File: src/rtl/wb_port_arbiter.sv
// wb_port_arbiter: shares the regfile write port between writeback and a queued long-latency requester
// Ports:
//   clk, rst                     clock, synchronous active-high reset
//   pipe_we/addr/data            in-order writeback write request
//   pipe_stall                   writeback write not performed this cycle
//   ext_valid/addr/data          long-latency result, accepted when ext_ready
//   ext_ready                    queue has room
//   chk_addr, chk_hit            decode interlock query against queued entries
//   write_en/reg_write_addr/data regfile write port
module wb_port_arbiter #(
    parameter int W        = 32,
    parameter int A        = 5,
    parameter int DEPTH    = 2,
    parameter int MAX_WAIT = 4
) (
    input  logic         clk,
    input  logic         rst,
    input  logic         pipe_we,
    input  logic [A-1:0] pipe_addr,
    input  logic [W-1:0] pipe_data,
    output logic         pipe_stall,
    input  logic         ext_valid,
    input  logic [A-1:0] ext_addr,
    input  logic [W-1:0] ext_data,
    output logic         ext_ready,
    input  logic [A-1:0] chk_addr,
    output logic         chk_hit,
    output logic         write_en,
    output logic [A-1:0] reg_write_addr,
    output logic [W-1:0] reg_write_data
);
    localparam int PW = $clog2(DEPTH);
    localparam int CW = $clog2(DEPTH + 1);
    localparam int WW = $clog2(MAX_WAIT + 1);

    logic [A-1:0]  addr_q [DEPTH];
    logic [W-1:0]  data_q [DEPTH];
    logic [PW-1:0] rd_q, rd_d, wr_q, wr_d, idx;
    logic [CW-1:0] count_q, count_d;
    logic [WW-1:0] wait_q, wait_d;
    logic          push, grant, hit;

    always_comb begin
        ext_ready      = !rst && count_q != CW'(DEPTH);
        push           = ext_valid && ext_ready;
        // The queue wins an idle slot, or steals a busy one once it has waited MAX_WAIT cycles.
        grant          = !rst && count_q != '0 && (!pipe_we || wait_q == WW'(MAX_WAIT));
        pipe_stall     = grant && pipe_we;
        reg_write_addr = grant ? addr_q[rd_q] : (!rst && pipe_we) ? pipe_addr : '0;
        reg_write_data = grant ? data_q[rd_q] : (!rst && pipe_we) ? pipe_data : '0;
        // r0 writes consume their slot but never reach the regfile.
        write_en       = (grant || (!rst && pipe_we)) && reg_write_addr != '0;
        rd_d           = rd_q + PW'(grant);
        wr_d           = wr_q + PW'(push);
        count_d        = count_q + CW'(push) - CW'(grant);
        wait_d         = (count_q == '0 || grant) ? '0 :
                         (wait_q == WW'(MAX_WAIT)) ? wait_q : wait_q + WW'(1);
        // Only the count_q live slots starting at the head are compared; stale slots are ignored.
        hit = 1'b0;
        idx = '0;
        for (int i = 0; i < DEPTH; i++) begin
            idx = rd_q + PW'(i);
            hit = hit | (CW'(i) < count_q && addr_q[idx] == chk_addr);
        end
        chk_hit = !rst && chk_addr != '0 && hit;
    end

    always_ff @(posedge clk) begin
        if (rst) begin
            rd_q    <= '0;
            wr_q    <= '0;
            count_q <= '0;
            wait_q  <= '0;
        end else begin
            rd_q    <= rd_d;
            wr_q    <= wr_d;
            count_q <= count_d;
            wait_q  <= wait_d;
        end
    end

    always_ff @(posedge clk) begin
        if (push) begin
            addr_q[wr_q] <= ext_addr;
            data_q[wr_q] <= ext_data;
        end
    end
endmodule

File: config.mk
export PLATFORM = sky130hd
export DESIGN_NAME = wb_port_arbiter
export DESIGN_NICKNAME = d
export VERILOG_FILES = /design/src/rtl/wb_port_arbiter.sv
export SDC_FILE = /design/constraint.sdc
export NUM_CORES = 1
export LEC_CHECK = 0
export CAP_MARGIN = 20
export CORE_AREA = 4 4 99 138
export DETAILED_ROUTE_END_ITERATION = 8
export DIE_AREA = 0 0 103 142
export HOLD_SLACK_MARGIN = 0.1
export PLACE_DENSITY = 0.52
export SYNTH_ARGS = -nofsm -noshare
export SYNTH_HDL_FRONTEND = slang
export SYNTH_SLANG_ARGS = --single-unit
export TNS_END_PERCENT = 50
File: constraint.sdc
create_clock -name clk -period 3.1 [get_ports clk]
set_clock_uncertainty 0.2 [all_clocks]
set_input_delay 0.775 -clock clk [delete_from_list [all_inputs] [get_ports clk]]
set_output_delay 0.775 -clock clk [all_outputs]
set_load 0.02 [all_outputs]
==> impl_metrics.tcl <==
set metrics [dict create \
    ys_ff_latch 81 \
    max_slew_margin_pct 79.02 \
    max_freq_mhz 315.8 \
    wl_per_cell_um 15.91 \
    overflow 0 \
    yosysMostFrequentCell "edfxtp_1" \
    numCtsBuffers 9 \
    synth-xor-area-share_pct 2.883 \
    synth-edff-count 74 \
    antenna_found_initial 0 \
    synth_fp_nets 362 \
    start_kind "input port" \
    synth_fa_ha_area_share_pct 2.059 \
    ir_worst_vdd_mv 0.2518 \
    drtPass1Iterations 4 \
    viasPerCell 4.628 \
    crit_required_ns 2.12 \
    max_cap_violations 0 \
    core_area_um2 12370 \
    io_pins 124 \
    cellPowerDensity_nw_per_um2 571.5 \
    wl_um 9103 \
    clock_latency_ns 0.32 \
    setup_viol 1 \
    clk_pin_slew_ns 0.06 \
    synth_top_family_by_area "multiplexers" \
    worst-path-buf-inv 2 \
    cts_tree "built" \
    ant_nets 0 \
    setup_slack_ns -0.06639 \
    placedInstanceArea_um2 5265 \
    async_flop_share_pct 0 \
    p_leak_nw 2.014 \
    synth-simple-area-share_pct 9.060 \
    grt_pass1_wl_um 14190 \
    min_period_over_period_pct 102.1 \
    synthMuxAreaShare_pct 11.81 \
    drive_above_1_share_pct 21.80 \
    synth-compound-area-share_pct 6.417 \
    seq_area_frac_synth_pct 64.79 \
    die-area_um2 14630 \
    cts_max_level 3 \
    dp_cells 555 \
    syn_avg_cell_area_um2 13.36 \
    rsz0062_at_grt "true" \
    status "finished with violations" \
    synth_common_cells "edfxtp_1, mux2i_1, o21ai_0" \
    arrival_ns 2.19 \
    finish.instance_area_um2 5461 \
    netlist.area_leader.share_pct 60.95 \
    critPathKind "input port to output port" \
    rows 48 \
    fin_tns_setup_ns -0.06639 \
    grt_usage_pct 12.69 \
    cts_root_buffer "clkbuf_16" \
    tightest_slew_ns 0.3060 \
    drv_slew 0 \
    min_path_type "flop to flop" \
    syn2layout_area_growth_pct 49.79 \
    synth_area_um2 3646 \
    max_stage_delay_ns 0.51 \
    cts_sinks 81 \
    route.detailed.drc 0 \
    vias 2647 \
    synthCells 273 \
    crit_slowest_cell "or4_4" \
    drt_iter0_drc 101 \
    die_x_um 103 \
    period_needed_ns 3.166 \
    place.gp.congestion 0.8175 \
    crit_family "simple AND/OR/NAND/NOR gates" \
    grt_pass1_vias 2868 \
    critPathMaxFanout 5 \
    fin_cells 572 \
    io_buffers 123 \
    hold_viol_final 0 \
    grt_max_degree 38 \
    synth.distinct_cells 31 \
    cp_cell_sequence "dlygate4sd2_1 > a211o_4 > nand3_2 > o21ai_2 > or4_4 > buf_6" \
    diodes 0 \
    place_hpwl_um 6772 \
    violations "negative setup slack" \
    ys.flop_type "edfxtp_1" \
    synth_area_leaders "edfxtp_1, mux2i_1, o21ai_0" \
    synth_top_area_cell "edfxtp_1" \
    start_util_pct 29.47 \
    yosysWarnings 0 \
    clockBufferDepth 2 \
    nets 506 \
    cp-end-kind "output port" \
    die_h_um 142 \
]
## metrics by stage
step / power [mW] / setup slack (ns) / util (%) / hold slack (ns)
2_1_floorplan: 1.659 / 0.01510 / - / 0.3017
3_3_place_gp: 2.006 / -0.6842 / 42.56 / 0.3145
3_5_place_dp: 2.012 / -0.7236 / 42.56 / 0.3469
4_1_cts: 3.153 / -0.09381 / 43.93 / 0.3609
5_1_grt: 3.262 / -0.1019 / 44.14 / 0.3833
6_report: 3.121 / -0.06639 / 44.14 / 0.3640
## report_power, final
part	switching [mW]	internal, mW
Sequential	0.0266	1.26
Clock	0.392	0.782
Combinational	0.333	0.324
Total	0.752	2.37
## worst min-delay path: cells and delay by family, from the launching register on
family	cells	cell delay, ns
flops	1	0.31
buf+inv	1	0.07
simple gates	1	0.15
## routing by layer
metal  GRT usage [%]  share of wire [%]  vias to the layer above  routed length (um)
met2           22.05                 53                       73                4794
met5               0                  0                        -                   0
met3           3.041                5.6                       15                 506
met4           5.730                2.4                        0                 214
li1                -                  -                     1315                   -
met1           14.51                 39                     1244                3586
## registers in the layout (all words and copies together), names as in the netlist
| signal | cells |
|---|---|
| data_q | 64 |
| wr_q | 1 |
| wait_q | 3 |
| count_q | 2 |
| addr_q | 10 |
| rd_q | 1 |
## cells in the final DEF, fill, tap and decap left out, drive strengths merged, types with 2 or more instances in the layout
cell,n
bufinv,3
and3,2
clkinv,2
xnor2,4
a21oi,2
nor3,5
nand3,38
nor2,6
dfxtp,7
clkdlybuf4s50,79
nand4,2
edfxtp,74
nor2b,2
o21ai,39
nor4,2
ha,6
inv,7
xor2,8
buf,66
dlygate4sd2,4
mux2i,43
clkbuf,10
nand2,2
dlymetal6s2s,2
## area by class of cell
| class | instances | area [um^2] |
|---|---|---|
| repair buffers | 151 | 1350 |
| inverters | 7 | 26.28 |
| clock inverters | 6 | 106.4 |
| clock buffers | 10 | 229.0 |
| well taps | 150 | 187.7 |
| flip-flops and latches | 81 | 2364 |
| fillers | 1179 | 6910 |
| multi-input cells | 167 | 1199 |
## what timing repair did
| action | CTS | global route |
|---|---|---|
| endpoints found under the setup margin | 41 | 25 |
| gates resized for setup | 195 | 34 |
| buffers inserted | 1 | 0 |
| hold buffers | 0 | 0 |
| pin swaps | 2 | 2 |
## cells by family (layout without fill, tap and decap cells)
| kind of cell | Yosys count | after routing |
|---|---|---|
| compound gates | 43 | 43 |
| xor+xnor | 12 | 12 |
| fa+ha+maj | 6 | 6 |
| buf+inv | 25 | 174 |
| flops | 81 | 81 |
| mux | 43 | 43 |
| simple gates | 63 | 63 |
## worst paths after layout
check | from | endpoint | slack, ns | cells past startpoint
worst max-delay path | pipe_we | write_en | -0.07 | 6
worst min-delay path | wait_q[0]$_SDFFE_PP0N_ | wait_q[0]$_SDFFE_PP0N_ | 0.36 | 2
worst max register to register | wait_q[0]$_SDFFE_PP0N_ | count_q[0]$_SDFF_PP0_ | 1.01 | 10
worst min register to register | wait_q[0]$_SDFFE_PP0N_ | wait_q[0]$_SDFFE_PP0N_ | 0.36 | 2
(Power assumes the default switching activity.)
